File: src/rtl/intfdmux6.sv
// intfdmux6: marker-locked demultiplexer that rebuilds MUX-lane words from the 38 MHz line
module intfdmux6 #(
   parameter int LINEBIT = 12,
   parameter int MUX     = 6,
   parameter int FRAME   = 8,
   parameter int LOCKCNT = 3,
   parameter int LOSCNT  = 4,
   parameter int DATABIT = LINEBIT*MUX
) (
   input  logic               iclk38,
   input  logic               rst_,
   input  logic [LINEBIT-1:0] idat,
   input  logic               isyn,
   output logic [DATABIT-1:0] odat,
   output logic               ovld,
   output logic               olock,
   output logic               oerr
);
   typedef enum logic [1:0] {HUNT, PRESYNC, SYNC} state_t;
   localparam logic [3:0] FLAST = 4'(FRAME-1);
   localparam logic [3:0] LLAST = 4'(MUX-1);
   localparam logic [3:0] LDONE = 4'(MUX);
   localparam int AW = DATABIT-LINEBIT;
   state_t st, st_n;
   logic arm;
   logic [3:0] fcnt, fcnt_n, pos, pos_n, widx;
   logic [2:0] good, good_n, miss, miss_n;
   logic mflag, mflag_n;
   logic [AW-1:0] asm_q, asm_n;
   logic fs, ontime, early, missing, err, fmiss, emit;

   // frame timing, lock FSM and lane assembly; lane MUX-1 bypasses storage straight into odat
   always_comb begin
      ontime = isyn && fcnt == FLAST;
      early = isyn && fcnt < FLAST;
      missing = !isyn && fcnt == FLAST;
      fs = (st == SYNC) ? fcnt == FLAST : isyn;
      fcnt_n = fs ? 4'd0 : (st != SYNC && fcnt == FLAST) ? fcnt : fcnt + 4'd1;
      widx = fs ? 4'd0 : pos;
      pos_n = (widx == LDONE) ? widx : widx + 4'd1;
      asm_n = asm_q;
      for (int i = 0; i < MUX-1; i++)
         if (widx == 4'(i)) asm_n[AW-1-i*LINEBIT -: LINEBIT] = idat;
      emit = st == SYNC && widx == LLAST;
      st_n = st;
      good_n = good;
      miss_n = miss;
      mflag_n = 1'b0;
      err = 1'b0;
      fmiss = 1'b0;
      case (st)
         HUNT: begin
            if (isyn) begin
               st_n = PRESYNC;
               good_n = 3'd0;
            end
         end
         PRESYNC: begin
            if (ontime) begin
               good_n = good + 3'd1;
               if (good_n == 3'(LOCKCNT)) begin
                  st_n = SYNC;
                  miss_n = 3'd0;
               end
            end else if (early) begin
               err = 1'b1;
               good_n = 3'd0;
            end else if (missing) begin
               err = 1'b1;
               st_n = HUNT;
            end
         end
         SYNC: begin
            err = early || missing;
            fmiss = err && !mflag;
            mflag_n = fs ? 1'b0 : mflag || early;
            if (ontime) miss_n = 3'd0;
            else if (fmiss) begin
               miss_n = miss + 3'd1;
               if (miss_n == 3'(LOSCNT)) st_n = HUNT;
            end
         end
         default: st_n = HUNT;
      endcase
   end

   // registers; the first edge after reset release is still treated as reset
   always_ff @(posedge iclk38 or negedge rst_) begin
      if (!rst_) begin
         arm <= 1'b0;
         st <= HUNT;
         fcnt <= FLAST;
         pos <= '0;
         good <= '0;
         miss <= '0;
         mflag <= 1'b0;
         asm_q <= '0;
         odat <= '0;
         ovld <= 1'b0;
         olock <= 1'b0;
         oerr <= 1'b0;
      end else if (!arm) begin
         arm <= 1'b1;
      end else begin
         st <= st_n;
         fcnt <= fcnt_n;
         pos <= pos_n;
         good <= good_n;
         miss <= miss_n;
         mflag <= mflag_n;
         asm_q <= asm_n;
         if (emit) odat <= {asm_q, idat};
         ovld <= emit;
         olock <= st_n == SYNC;
         oerr <= err;
      end
   end
endmodule

File: config.mk
export PLATFORM = sky130hd
export DESIGN_NAME = intfdmux6
export DESIGN_NICKNAME = d
export VERILOG_FILES = /design/src/rtl/intfdmux6.sv
export SDC_FILE = /design/constraint.sdc
export NUM_CORES = 1
export LEC_CHECK = 0
export ABC_AREA = 1
export CORE_ASPECT_RATIO = 2
export CORE_MARGIN = 5
export CORE_UTILIZATION = 45
export DETAILED_ROUTE_END_ITERATION = 10
export PLACE_DENSITY = 0.71
export SYNTH_ARGS = -nofsm -noshare
export SYNTH_HDL_FRONTEND = slang
export SYNTH_SLANG_ARGS = --single-unit
File: constraint.sdc
create_clock -name iclk38 -period 2.85 [get_ports iclk38]
set_input_delay 0.57 -clock iclk38 [delete_from_list [all_inputs] [get_ports iclk38]]
set_output_delay 0.57 -clock iclk38 [all_outputs]
set_load 0.02 [all_outputs]
## Word level (Yosys, flattened, before mapping)

Index checks and enable logic that the tools add are counted.

| cells by class | value |
|---|---|
| add/sub/neg operators | 4 |
| order comparisons | 1 |
| eq/ne operators | 19 |
| muxes and demuxes | 29 |
| reduce and logical (&&, ||, !) cells | 23 |

Operators by type and width:

| operator | count |
|---|---|
| $mux W3 | 7 |
| $eq A4 B3 Y1 const B | 4 |
| $mux W2 | 8 |
| $mux W4 | 4 |
| $reduce_and A2 Y1 | 7 |
| $pmux W3 S2 | 2 |
| $ne A2 B2 Y1 const B | 5 |
| $add A4 B1 Y4 const B | 2 |
| $eq A4 B2 Y1 const B | 2 |
| $add A3 B1 Y3 const B | 2 |
| $logic_and A1 B1 Y1 | 6 |
| $mux W1 | 6 |
| $pmux W2 S3 | 1 |
| $reduce_and A5 Y1 | 1 |
| $eq A2 B2 Y1 const B | 2 |
| $eq A4 B1 Y1 const B | 1 |
| $logic_not A4 Y1 | 1 |
| $lt A4 B3 Y1 const B | 1 |
| $reduce_and A4 Y1 | 1 |
| $reduce_bool A2 Y1 | 2 |
| $eq A3 B2 Y1 const B | 1 |
| $eq A3 B3 Y1 const B | 1 |
| $ne A3 B2 Y1 const B | 1 |
| $ne A3 B3 Y1 const B | 1 |
| other kinds (5) | 7 |

| storage, ports and cells | value |
|---|---|
| bits in registers | 153 |
| input bits | 15 |
| output and inout port bits | 75 |
| logic and storage cells | 92 |

## Longest topological paths before layout

| logic depth | value |
|---|---|
| depth after elaboration | 8 |
| depth in mapped cells | 14 |
| gate-level depth less buffers | 13 |

## Worst setup path before layout

Ideal clock, no wire load.

| timing | value |
|---|---|
| path kind | reg2reg |
| start point | reg st[0] |
| end point | reg odat[12] |
| setup time | 0.117 ns |
| arrival time | 2.242 ns |
| data required time | 2.733 ns |
| slack | 0.491 ns |
| cell stages (with the launch flop) | 15 |
| path buffers | 2 |
| clock period less this slack | 2.359 ns |
| cells stage by stage | dfrtp_1 > inv_1 > ha_1 > inv_1 > nand2_1 > o21ai_0 > nor2_1 > ha_1 > nand2_1 > nor2_1 > nand2_2 > buf_6 > buf_2 > nand2_1 > nand2_1 |

| on the way | value |
|---|---|
| longest elaborated chain between the ends | 6 |

Ends and longest elaborated chain:

| item | line | source |
|---|---|---|
| from (decl) | 24 | `state_t st, st_n;` |
| from (signal assigned) | 105 | `st <= st_n;` |
| $eq A2 B2 Y1 * | 37, 44 |  |
| $mux W1 | 37 | `fs = (st == SYNC) ? fcnt == FLAST : isyn;` |
| $mux W4 | 39 | `widx = fs ? 4'd0 : pos;` |
| $eq A4 B3 Y1 | 44 | `emit = st == SYNC && widx == LLAST;` |
| $logic_and A1 B1 Y1 * | 44 |  |
| $reduce_and A2 Y1 (no source line) * | n/a |  |
| to (signal assigned) | 112 | `if (emit) odat <= {asm_q, idat};` |
| to (decl) | 14 | `output logic [DATABIT-1:0] odat,` |

Every way passes the cells marked *; elsewhere a longest branch is shown, timed or not.
A chain may end at the register's enable or synchronous reset.

## Worst setup path after layout

| timing | value |
|---|---|
| start point | reg st[0] |
| end point | reg asm_q[5] |

| on the way | value |
|---|---|
| longest elaborated chain between the ends | 5 |

Ends and longest elaborated chain:

| item | line | source |
|---|---|---|
| $eq A2 B2 Y1 | 37 |  |
| $mux W1 | 37 |  |
| $mux W4 | 39 |  |
| $eq A4 B3 Y1 | 43 | `if (widx == 4'(i)) asm_n[AW-1-i*LINEBIT -: LINEBIT] = idat;` |
| $reduce_and A2 Y1 (no source line) | n/a |  |
| to (signal assigned) | 111 | `asm_q <= asm_n;` |
| to (decl) | 29 | `logic [AW-1:0] asm_q, asm_n;` |

No other way between the ends.

==> reports/metrics.json <==
{
  "status": "complete, no violations",
  "syn-instance-count": 689,
  "worst_path_max_delay_cell": "dfrtp_1",
  "dieArea_um2": 16600,
  "cp-end-kind": "flop",
  "synth-xor-area-share_pct": 0.140,
  "antenna_cells": 0,
  "drive_above_1_share_pct": 7.59,
  "via_count_of_the_first_global_routing_pass": 5215,
  "numCtsBuffers": 17,
  "p_int_mw": 4.27,
  "finalHoldViolations": 0,
  "htree_num_levels": 4,
  "post_synth_most_frequent_cells": "nand2_1 (249), dfrtp_1 (150), o21ai_0 (88), nand3_1 (72), inv_1 (35)",
  "power-per-cell-area_nw_per_um2": 745,
  "max_freq_mhz": 391,
  "timing.critical_path.arrival_ps": 2840,
  "power.leakage_nw": 3.97,
  "async_reset_ff_share_pct": 100,
  "fin_crit_sh_pct": 89.8,
  "cp_data_required_time_ps": 3130,
  "avgRoutedWirePerCell_um": 16.1,
  "fin_skew_ps": 6.78,
  "post_cts.repair.setup_buffers": 0,
  "std_cell_core_area_um2": 13800,
  "synth_area_in_simple_gates_pct": 22.7,
  "power.combinational.fraction_pct": 13.9,
  "max-slew-margin-rel_pct": 54.0,
  "holdBufCountCts": 0,
  "synth_compound_gate_area_share_pct": 8.93,
  "finish.net_count": 806,
  "switchingPower_mw": 1.69,
  "pin_count_of_the_biggest_net_entering_global_routing": 74,
  "gr-usage-all-layers_pct": 20.4,
  "max_cap_viol": 0,
  "synth_warnings": 0,
  "die_w_um": 93.5,
  "worst_setup_path_start_kind": "flop",
  "routed_via_density": 5.09,
  "layout-area-overhead-vs-synth_pct": 27.5,
  "synth_most_common_cell": "nand2_1",
  "finalSetupViolCount": 0,
  "synth_top_area_share_pct": 59.8,
  "synth-edff-count": 0,
  "cts.reportedPaths.clkPinSlew_ps": 60,
  "power_switching_share_pct": 28.3,
  "netlist.top_cell.by_area": "dfrtp_1",
  "timing_max_transition_violations_final": 0,
  "floorplan.initialDensity_pct": 45.4,
  "minimum_period_implied_by_the_final_worst_setup_slack_ps": 2560,
  "finalWirelength_um": 15800,
  "critical-path-max-stage-delay_ps": 400,
  "synthMuxAreaShare_pct": 0,
  "share_seq_of_total_power_pct": 48.5,
  "ys.flop_type": "dfrtp_1",
  "num_rows": 61,
  "global_route_wire_length_before_repair_um": 26300,
  "path_common_cell": "inv_1",
  "syn-cell-area_um2": 6280,
  "min-delay-path-class": "in -> async",
  "mean_post_synth_cell_area_um2": 9.11,
  "yosys-top-cells-area": "dfrtp_1 (60%), nand2_1 (15%), o21ai_0 (7.0%)",
  "vertical_die_dimension_um": 177,
  "post-dp-hpwl_um": 11000,
  "timing.critical_path.cells": "inv_1, ha_1, inv_1, o21ai_0, nor2_1, buf_4, inv_1, ha_1, nand2_1, inv_1, nand2_2, nand2_1, o21ai_0",
  "boundaryPins": 90,
  "remaining_drc_errors": 0,
  "synthDistinctLibCells": 31,
  "gpl.final_weighted_congestion": 0.802,
  "postRouteAntennaNets": 0,
  "post_cts_resize_count": 0,
  "number_of_antenna_violations_at_the_first_check_in_global_routing": 0,
  "cts_tree": "yes",
  "critical_path_fanout_max": 24,
  "worstSkewPairLatency_ps": 420,
  "cts.sinks": 153,
  "setup_total_negative_slack_ps": 0,
  "max-vdd-ir-drop_mv": 0.421,
  "rsz0062_at_grt": "false",
  "tightest_slew_ps": 690,
  "worst-setup-path-type": "reg -> reg",
  "synth_nets": 717,
  "final_core_utilization_pct": 57.9,
  "synth_top_family_by_area": "simple AND/OR/NAND/NOR gates",
  "firstDrtPassIters": 5,
  "post_synth_fa_ha_maj_area_fraction_pct": 2.59,
  "port-buffer-count": 89,
  "clk_path_buf_depth": 2,
  "clk_root_buffer_cell": "clkbuf_16",
  "detailroute.via_count": 4992,
  "grt.overflow.total": 0,
  "hold_ws_ps": 169,
  "number_of_synthesized_register_bits": 153,
  "ys_seq_area_share_pct": 61.1,
  "detailedRoute.firstIterationViolations": 345,
  "p_clk_share_pct": 37.6
}
==> state kept, by name, summed over array words and instances (netlist names), 2 cells and up <==
register  cells
odat         72
asm_q        60
fcnt          4
pos           4
good          3
miss          3
st            2
==> stage by stage <==
| stage | worst slack (ps) | cells | area [µm²] | power [mW] |
|---|---|---|---|---|
| 2_1_floorplan | 491 | 689 | 6280 | 3.40 |
| 3_3_place_gp | 336 | 948 | 7410 | 3.69 |
| 3_5_place_dp | 264 | 948 | 7410 | 3.75 |
| 4_1_cts | 283 | 980 | 8000 | 6.00 |
| 5_1_grt | 15.1 | 980 | 8000 | 6.28 |
| 6_report | 291 | 980 | 8000 | 5.96 |
==> worst max-delay path, delay by kind of cell (launching register included) <==
family          cells  cell delay, ps
compound gates      2             360
flops               1             400
buf+inv             5             650
fa+ha+maj           2             490
simple gates        4             500
==> layer usage <==
| layer | wire length, µm | vias up | GRT usage (%) |
|---|---|---|---|
| met4 | 444 | 0 | 8.93 |
| met1 | 6110 | 2425 | 23.9 |
| met3 | 697 | 31 | 3.83 |
| met2 | 8530 | 140 | 35.9 |
| met5 | 0 | - | 0 |
| li1 | - | 2396 | - |
==> kinds of logic after synthesis <==
family	Yosys count
flops	153
other cells	1
xor+xnor	1
fa+ha+maj	13
simple gates	345
buf+inv	71
compound gates	105
==> final timing paths <==
kind | startpoint | to | slack [ps] | cells after the start
min in group iclk38 | odat[59]$_DFFE_PN0P_ | odat[59]$_DFFE_PN0P_ | 470 | 2
max | st[0]$_DFFE_PN0P_ | asm_q[5]$_DFFE_PN0P_ | 290 | 13
max in group asynchronous | rst_ | asm_q[27]$_DFFE_PN0P_ | 1950 | 2
min | rst_ | olock$_DFFE_PN0P_ | 170 | 1
max reg2reg | st[0]$_DFFE_PN0P_ | asm_q[5]$_DFFE_PN0P_ | 290 | 13
min reg2reg | odat[59]$_DFFE_PN0P_ | odat[59]$_DFFE_PN0P_ | 470 | 2
==> power groups by stage <==
stage | Clock, mW | Sequential, mW | Combinational (mW)
after detailed placement | 0 | 2.92 | 0.827
after CTS | 2.27 | 2.89 | 0.840
final | 2.24 | 2.89 | 0.831
after floorplan | 0 | 2.85 | 0.552
after global routing | 2.37 | 2.94 | 0.962
after global placement | 0 | 2.91 | 0.774
==> final cells by class <==
class | count | area [µm²]
multi-input cells | 465 | 2170
well taps | 189 | 236
repair buffers | 104 | 1030
clock buffers | 20 | 457
fillers | 1196 | 5810
flip-flops and latches | 153 | 3830
clock inverters | 12 | 140
inverters | 37 | 139
==> layout by cell type, fill, tap and decap left out, types with 2 or more instances in the layout <==
cell type        netlist  final
nor2_1                15     14
buf_4                  0     13
dfstp_2                3      3
nand3_1               72     72
clkinvlp_4             0      3
a21oi_1                7      7
o21ai_0               88     88
buf_12                 0      2
ha_1                  13     13
inv_6                  0      2
inv_1                 35     35
nand2_1              249    249
dfrtp_1              150    150
bufinv_16              0      2
clkbuf_8               0      2
a31oi_1                2      2
clkbuf_16              0     17
o2111ai_1              2      2
nand2_2                4      4
clkinv_4               0      4
clkdlybuf4s50_1        0     88
(Power assumes the default switching activity.)
